--- src/rtl/eth_pcs_rx_block_sync.sv ---
// 10GBASE-R receive block lock: tests the sync header of every 66-bit block and
// slips the RX gearbox one bit at a time until headers align.

package eth_pcs_params;
  localparam int          SH_TH       = 64;
  localparam int          SH_INVAL_TH = 16;
  localparam int          W_SYNC      = 2;
  localparam logic [1:0]  SYNC_DATA   = 2'b10;
  localparam logic [1:0]  SYNC_CTRL   = 2'b01;
endpackage

module eth_pcs_rx_block_sync #(
  parameter int SH_TH       = eth_pcs_params::SH_TH,
  parameter int SH_INVAL_TH = eth_pcs_params::SH_INVAL_TH,
  parameter int SLIP_WAIT   = 4
) (
  input  logic                              i_clk,
  input  logic                              i_rst,
  input  logic                              i_hdr_valid,
  input  logic [eth_pcs_params::W_SYNC-1:0] i_sync,
  output logic                              o_slip,
  output logic                              o_block_lock,
  output logic                              o_sh_err
);

  localparam int W_SH_TH       = (SH_TH > 1) ? $clog2(SH_TH) : 1;
  localparam int W_SH_INVAL_TH = (SH_INVAL_TH > 1) ? $clog2(SH_INVAL_TH) : 1;
  localparam int W_WAIT        = 8;

  localparam logic [W_SH_TH-1:0]       SH_LAST   = W_SH_TH'(SH_TH - 1);
  localparam logic [W_SH_INVAL_TH-1:0] INV_LAST  = W_SH_INVAL_TH'(SH_INVAL_TH - 1);
  localparam logic [W_WAIT-1:0]        WAIT_INIT = W_WAIT'(SLIP_WAIT - 1);

  localparam logic [0:0] TEST_SH = 1'b0;
  localparam logic [0:0] SLIP    = 1'b1;

  logic [0:0]               state;
  logic [W_SH_TH-1:0]       sh_cnt;
  logic [W_SH_INVAL_TH-1:0] inv_cnt;
  logic [W_WAIT-1:0]        wait_cnt;

  logic hdr_ok;
  logic win_end;
  logic inv_full;

  assign hdr_ok   = (i_sync == eth_pcs_params::SYNC_DATA) ||
                    (i_sync == eth_pcs_params::SYNC_CTRL);
  // Counters stop one short of the threshold; the last slot marks the boundary.
  assign win_end  = (sh_cnt == SH_LAST);
  assign inv_full = (inv_cnt == INV_LAST);

  // NOTE: every register here is sequential state, so only non-blocking
  // assignments are used; blocking ones would race against other flops.
  always_ff @(posedge i_clk or posedge i_rst) begin
    if (i_rst) begin
      state        <= TEST_SH;
      sh_cnt       <= '0;
      inv_cnt      <= '0;
      wait_cnt     <= '0;
      o_slip       <= 1'b0;
      o_block_lock <= 1'b0;
      o_sh_err     <= 1'b0;
    end else begin
      // Pulses default low and are raised only on the cycle that triggers them.
      o_slip   <= 1'b0;
      o_sh_err <= 1'b0;
      case (state)
        TEST_SH: begin
          if (i_hdr_valid) begin
            if (hdr_ok) begin
              if (win_end) begin
                if (inv_cnt == '0) o_block_lock <= 1'b1;
                sh_cnt  <= '0;
                inv_cnt <= '0;
              end else begin
                sh_cnt <= sh_cnt + W_SH_TH'(1);
              end
            end else begin
              o_sh_err <= 1'b1;
              if (!o_block_lock || inv_full) begin
                state        <= SLIP;
                o_slip       <= 1'b1;
                o_block_lock <= 1'b0;
                sh_cnt       <= '0;
                inv_cnt      <= '0;
                wait_cnt     <= WAIT_INIT;
              end else if (win_end) begin
                sh_cnt  <= '0;
                inv_cnt <= '0;
              end else begin
                sh_cnt  <= sh_cnt + W_SH_TH'(1);
                inv_cnt <= inv_cnt + W_SH_INVAL_TH'(1);
              end
            end
          end
        end
        SLIP: begin
          // Gearbox is realigning: headers seen now belong to no block boundary.
          if (wait_cnt == '0) state <= TEST_SH;
          else                wait_cnt <= wait_cnt - W_WAIT'(1);
        end
        default: state <= TEST_SH;
      endcase
    end
  end

endmodule

--- config.mk ---
export PLATFORM = sky130hd
export DESIGN_NAME = eth_pcs_rx_block_sync
export DESIGN_NICKNAME = d
export VERILOG_FILES = /design/src/rtl/eth_pcs_rx_block_sync.sv
export SDC_FILE = /design/constraint.sdc
export NUM_CORES = 1
export LEC_CHECK = 0
export ABC_CLOCK_PERIOD_IN_PS = 3600
export BUFFER_PORTS_ARGS = -buffer_cell sky130_fd_sc_hd__clkbuf_2
export CAP_MARGIN = 10
export CELL_PAD_IN_SITES_DETAIL_PLACEMENT = 1
export CELL_PAD_IN_SITES_GLOBAL_PLACEMENT = 2
export CORE_MARGIN = 10
export CORE_UTILIZATION = 43
export CTS_BUF_LIST = sky130_fd_sc_hd__clkbuf_8
export DETAILED_ROUTE_END_ITERATION = 12
export HOLD_SLACK_MARGIN = 0.12
export PLACE_DENSITY = 0.95
export SKIP_LAST_GASP = 1
export SYNTH_ARGS = -nofsm -noshare
export SYNTH_HDL_FRONTEND = slang
export SYNTH_SLANG_ARGS = --single-unit
--- constraint.sdc ---
create_clock -name i_clk -period 3.6 [get_ports i_clk]
set_input_delay 0.18 -clock i_clk [delete_from_list [all_inputs] [get_ports i_clk]]
set_output_delay 0.18 -clock i_clk [all_outputs]
set_load 0.005 [all_outputs]
==> summary.md <==
| Metric | Value |
|---|---|
| Boundary pin count | `8` |
| Critical Path AT | `about 2 ns` |
| Seq/Total Area, Yosys | `0.464` |
| Worst flop-to-flop path endpoint | `wait_cnt[1]` |
| Postcts setup bufs | `0` |
| Synth Flop Type | `dfrtp_1` |
| Required time worst endpoint | `approximately 3.8 ns` |
| Vias in the first global route | `between 900 and 1000` |
| Nets@finish | `~130` |
| CP Max Fanout | `6` |
| Post-synth EDFFs | `0` |
| Port bufs | `7` |
| F_max | `between 500 and 600 MHz` |
| Routability cong. | `0.780` |
| #FFs+latches synth | `22` |
| Die ar. | `approximately 0.0053 sq mm` |
| Min Hold Slack | `0.323 ns` |
| Largest net degree at the start of global routing | `23` |
| Vias per inst | `5.82` |
| Setup ws final | `about 1.7 ns` |
| Number of cells on the worst hold path | `3` |
| Hold endpoint | `o_block_lock` |
| Count of pins over their slew limit | `0` |
| Synth-to-Final Area Change | `9.69%` |
| GRT Resource Usage Total | `0.105` |
| HPWL after DPL | `approximately 1800 microns` |
| Worst-skew pair later-pin latency | `~0.27 ns` |
| Setup crit end kind | `flip-flop` |
| Min Tclk post-route | `roughly 1.9 ns` |
| Share of cells above drive strength 1 | `0.129` |
| Cell variety after synth | `42` |
| Worst R2R Setup Slack | `around 1.7 ns` |
| Post-layout instance area | `0.00130 sq mm` |
| CTS max path bufs | `2` |
| Final hold violations | `0` |
| CTS buffer count | `3` |
| Clock sink total | `22` |
| CTS clk-pin slew, worst paths | `0.08 ns` |
| Mapped cell area | `~0.0012 sq mm` |
| Hold Crit Class | `input port to flip-flop` |
| Final Cycle Share | `0.524` |
| Starting density of the core | `0.467` |
| Max_slew headroom | `0.418` |
| Via count | `between 800 and 900` |
| CTS HTree Levels | `1` |
| Drt drc | `0` |
| First-pass GRT wire length | `approximately 4500 microns` |
| Avg Cell Area, Syn | `10.1 sq um` |
| Critical Path Source Type | `flip-flop` |
| DP Worst Slack | `1.72 ns` |
| Row cnt | `18` |
| Post-Syn Instances | `about 120` |
| CTS tree | `built` |
| Most common cell after layout, fill and taps aside | `dfrtp_1` |
| Drt initial violations | `44` |
| Slowest-stage cell, CP | `or4_1` |
| Final setup fails | `0` |
| Critical path class | `flip-flop to flip-flop` |
| Peak VDD IR | `362 uV` |
| R2R cell count | `4` |
| Core area | `about 0.0025 sq mm` |
| Worst-margin pin slew | `about 0.87 ns` |
| YS warnings | `0` |
| Asr flop ratio synth | `1.00` |
| Most frequent cells in the layout | `dfrtp_1 (22), nor2_1 (10), o21ai_0 (9)` |
| Die X | `just over 70 microns` |
| RSZ-0062 raised after global routing | `false` |
| Layout Skew | `around 0.0022 ns` |
| Area occupied by multi-input gates | `576 sq um` |
| Status | `finished, final reports clean` |
| GR Overflow Total | `0` |
| Final wirelength | `roughly 2500 microns` |
| Pwr per Cell Area | `a little under 700 mW/mm^2` |
| Die Ht | `~73 microns` |
| Register Area | `about 550 sq um` |
| Crit-path max cell delay | `between 0.6 and 0.7 ns` |
| Post-DP Area | `approximately 0.0012 sq mm` |
| Fill cell total of the finished layout | `roughly 300` |
| Worst Path Buf+Inv | `0` |
| CP delay by family, top | `simple AND/OR/NAND/NOR gates` |
| Leak pwr | `0.599 nW` |
| Clk root buf | `clkbuf_8` |
| Final setup TNS | `0 ns` |
| Ant diodes | `0` |
| R2R Path Start | `wait_cnt[4]` |
| Worst-path cell chain | `or4_1 > o31a_1 > or2_4 > a2bb2oi_1` |
| Routed len/inst | `between 15 and 20 microns` |
| Hold Crit Start | `i_sync[1]` |
| MaxCap Viol Count | `0` |
| Post-Syn Nets | `126` |
| Initial antenna violation count | `0` |
| Drt pass-1 iters | `3` |
| Antenna-violating nets left | `0` |
==> per-layer routing <==
layer	vias up	wire length, microns	track usage
li1	434	-	-
met1	450	1260	0.134
met2	8	1140	0.160
met3	5	59	0.0259
met4	0	41	0.0506
met5	-	0	0
==> repair_timing <==
action | CTS | global route
resized for setup | 0 | 0
hold buffers | 1 | 0
setup endpoints to repair | 0 | 0
hold endpoints to repair | 22 | 0
==> registers in the layout, summed over array words and instances, names as in the netlist <==
| name | cells |
|---|---|
| inv_cnt | 4 |
| o_block_lock | 1 |
| o_sh_err | 1 |
| o_slip | 1 |
| sh_cnt | 6 |
| state | 1 |
| wait_cnt | 8 |
==> how the worst max path moves through the flow <==
stage                            from          end  slack [ns]  cells past startpoint
after floorplan           wait_cnt[4]  wait_cnt[1]        1.79                      5
after global placement    wait_cnt[4]  wait_cnt[1]        1.76                      4
after detailed placement  wait_cnt[4]  wait_cnt[1]        1.72                      4
after CTS                 wait_cnt[4]  wait_cnt[1]        1.70                      4
after global routing      wait_cnt[4]  wait_cnt[1]        1.64                      4
final                     wait_cnt[4]  wait_cnt[1]        1.71                      4
==> area by class of cell <==
class / count / share of cell area
clock inverter: 1 / 0.0231
timing repair buffer: 8 / 0.0346
clock buffer: 3 / 0.0317
sequential: 22 / 0.423
inverter: 6 / 0.0173
multi-input combinational: 84 / 0.442
tap: 30 / 0.0288
==> worst reg2reg max path: stages (launching register included) <==
cell	delay, ns
dfrtp_1	0.42
or4_1	0.61
o31a_1	0.37
or2_4	0.25
a2bb2oi_1	0.13
==> metrics by stage <==
step           power, mW  cells   util
3_3_place_gp       0.628    149  0.480
3_5_place_dp       0.647    149  0.480
4_1_cts            0.885    154  0.512
6_report           0.875    154  0.512
2_1_floorplan      0.591    117      -
5_1_grt            0.945    154  0.512
==> logic make-up (layout without fill, tap and decap cells) <==
logic type,after synthesis,count (layout),share of synthesized area
XOR/XNOR,8,8,0.0590
AO/OA/AOI/OAI,29,29,0.169
adder cells (fa/ha/maj),4,4,0.0422
buffers and inverters,11,18,0.0516
flip-flops,22,22,0.464
multiplexers,1,1,0.00948
AND/OR/NAND/NOR,42,42,0.205
==> power by group <==
group	switching [mW]	internal, mW	total, mW
Clock	0.0853	0.149	0.234
Combinational	0.136	0.113	0.249
Sequential	0.0776	0.315	0.392
==> cells in the mapped netlist, drive strengths merged (2+ instances only) <==
| library cell | count | area [sq um] |
|---|---|---|
| a21o | 4 | 30.0 |
| a21oi | 4 | 20.0 |
| and2 | 2 | 12.5 |
| and3 | 2 | 12.5 |
| buf | 2 | 16.3 |
| clkbuf | 3 | 22.5 |
| dfrtp | 22 | 551 |
| ha | 4 | 50.1 |
| inv | 6 | 22.5 |
| nand2 | 5 | 18.8 |
| nand3 | 5 | 30.0 |
| nand4 | 2 | 12.5 |
| nor2 | 10 | 37.5 |
| nor2b | 2 | 12.5 |
| nor3 | 2 | 10.0 |
| nor4 | 2 | 12.5 |
| nor4b | 3 | 26.3 |
| o21ai | 11 | 55.1 |
| o31a | 2 | 17.5 |
| xnor2 | 3 | 26.3 |
| xor2 | 5 | 43.8 |
Note: power is estimated with default switching activity, not from simulation.
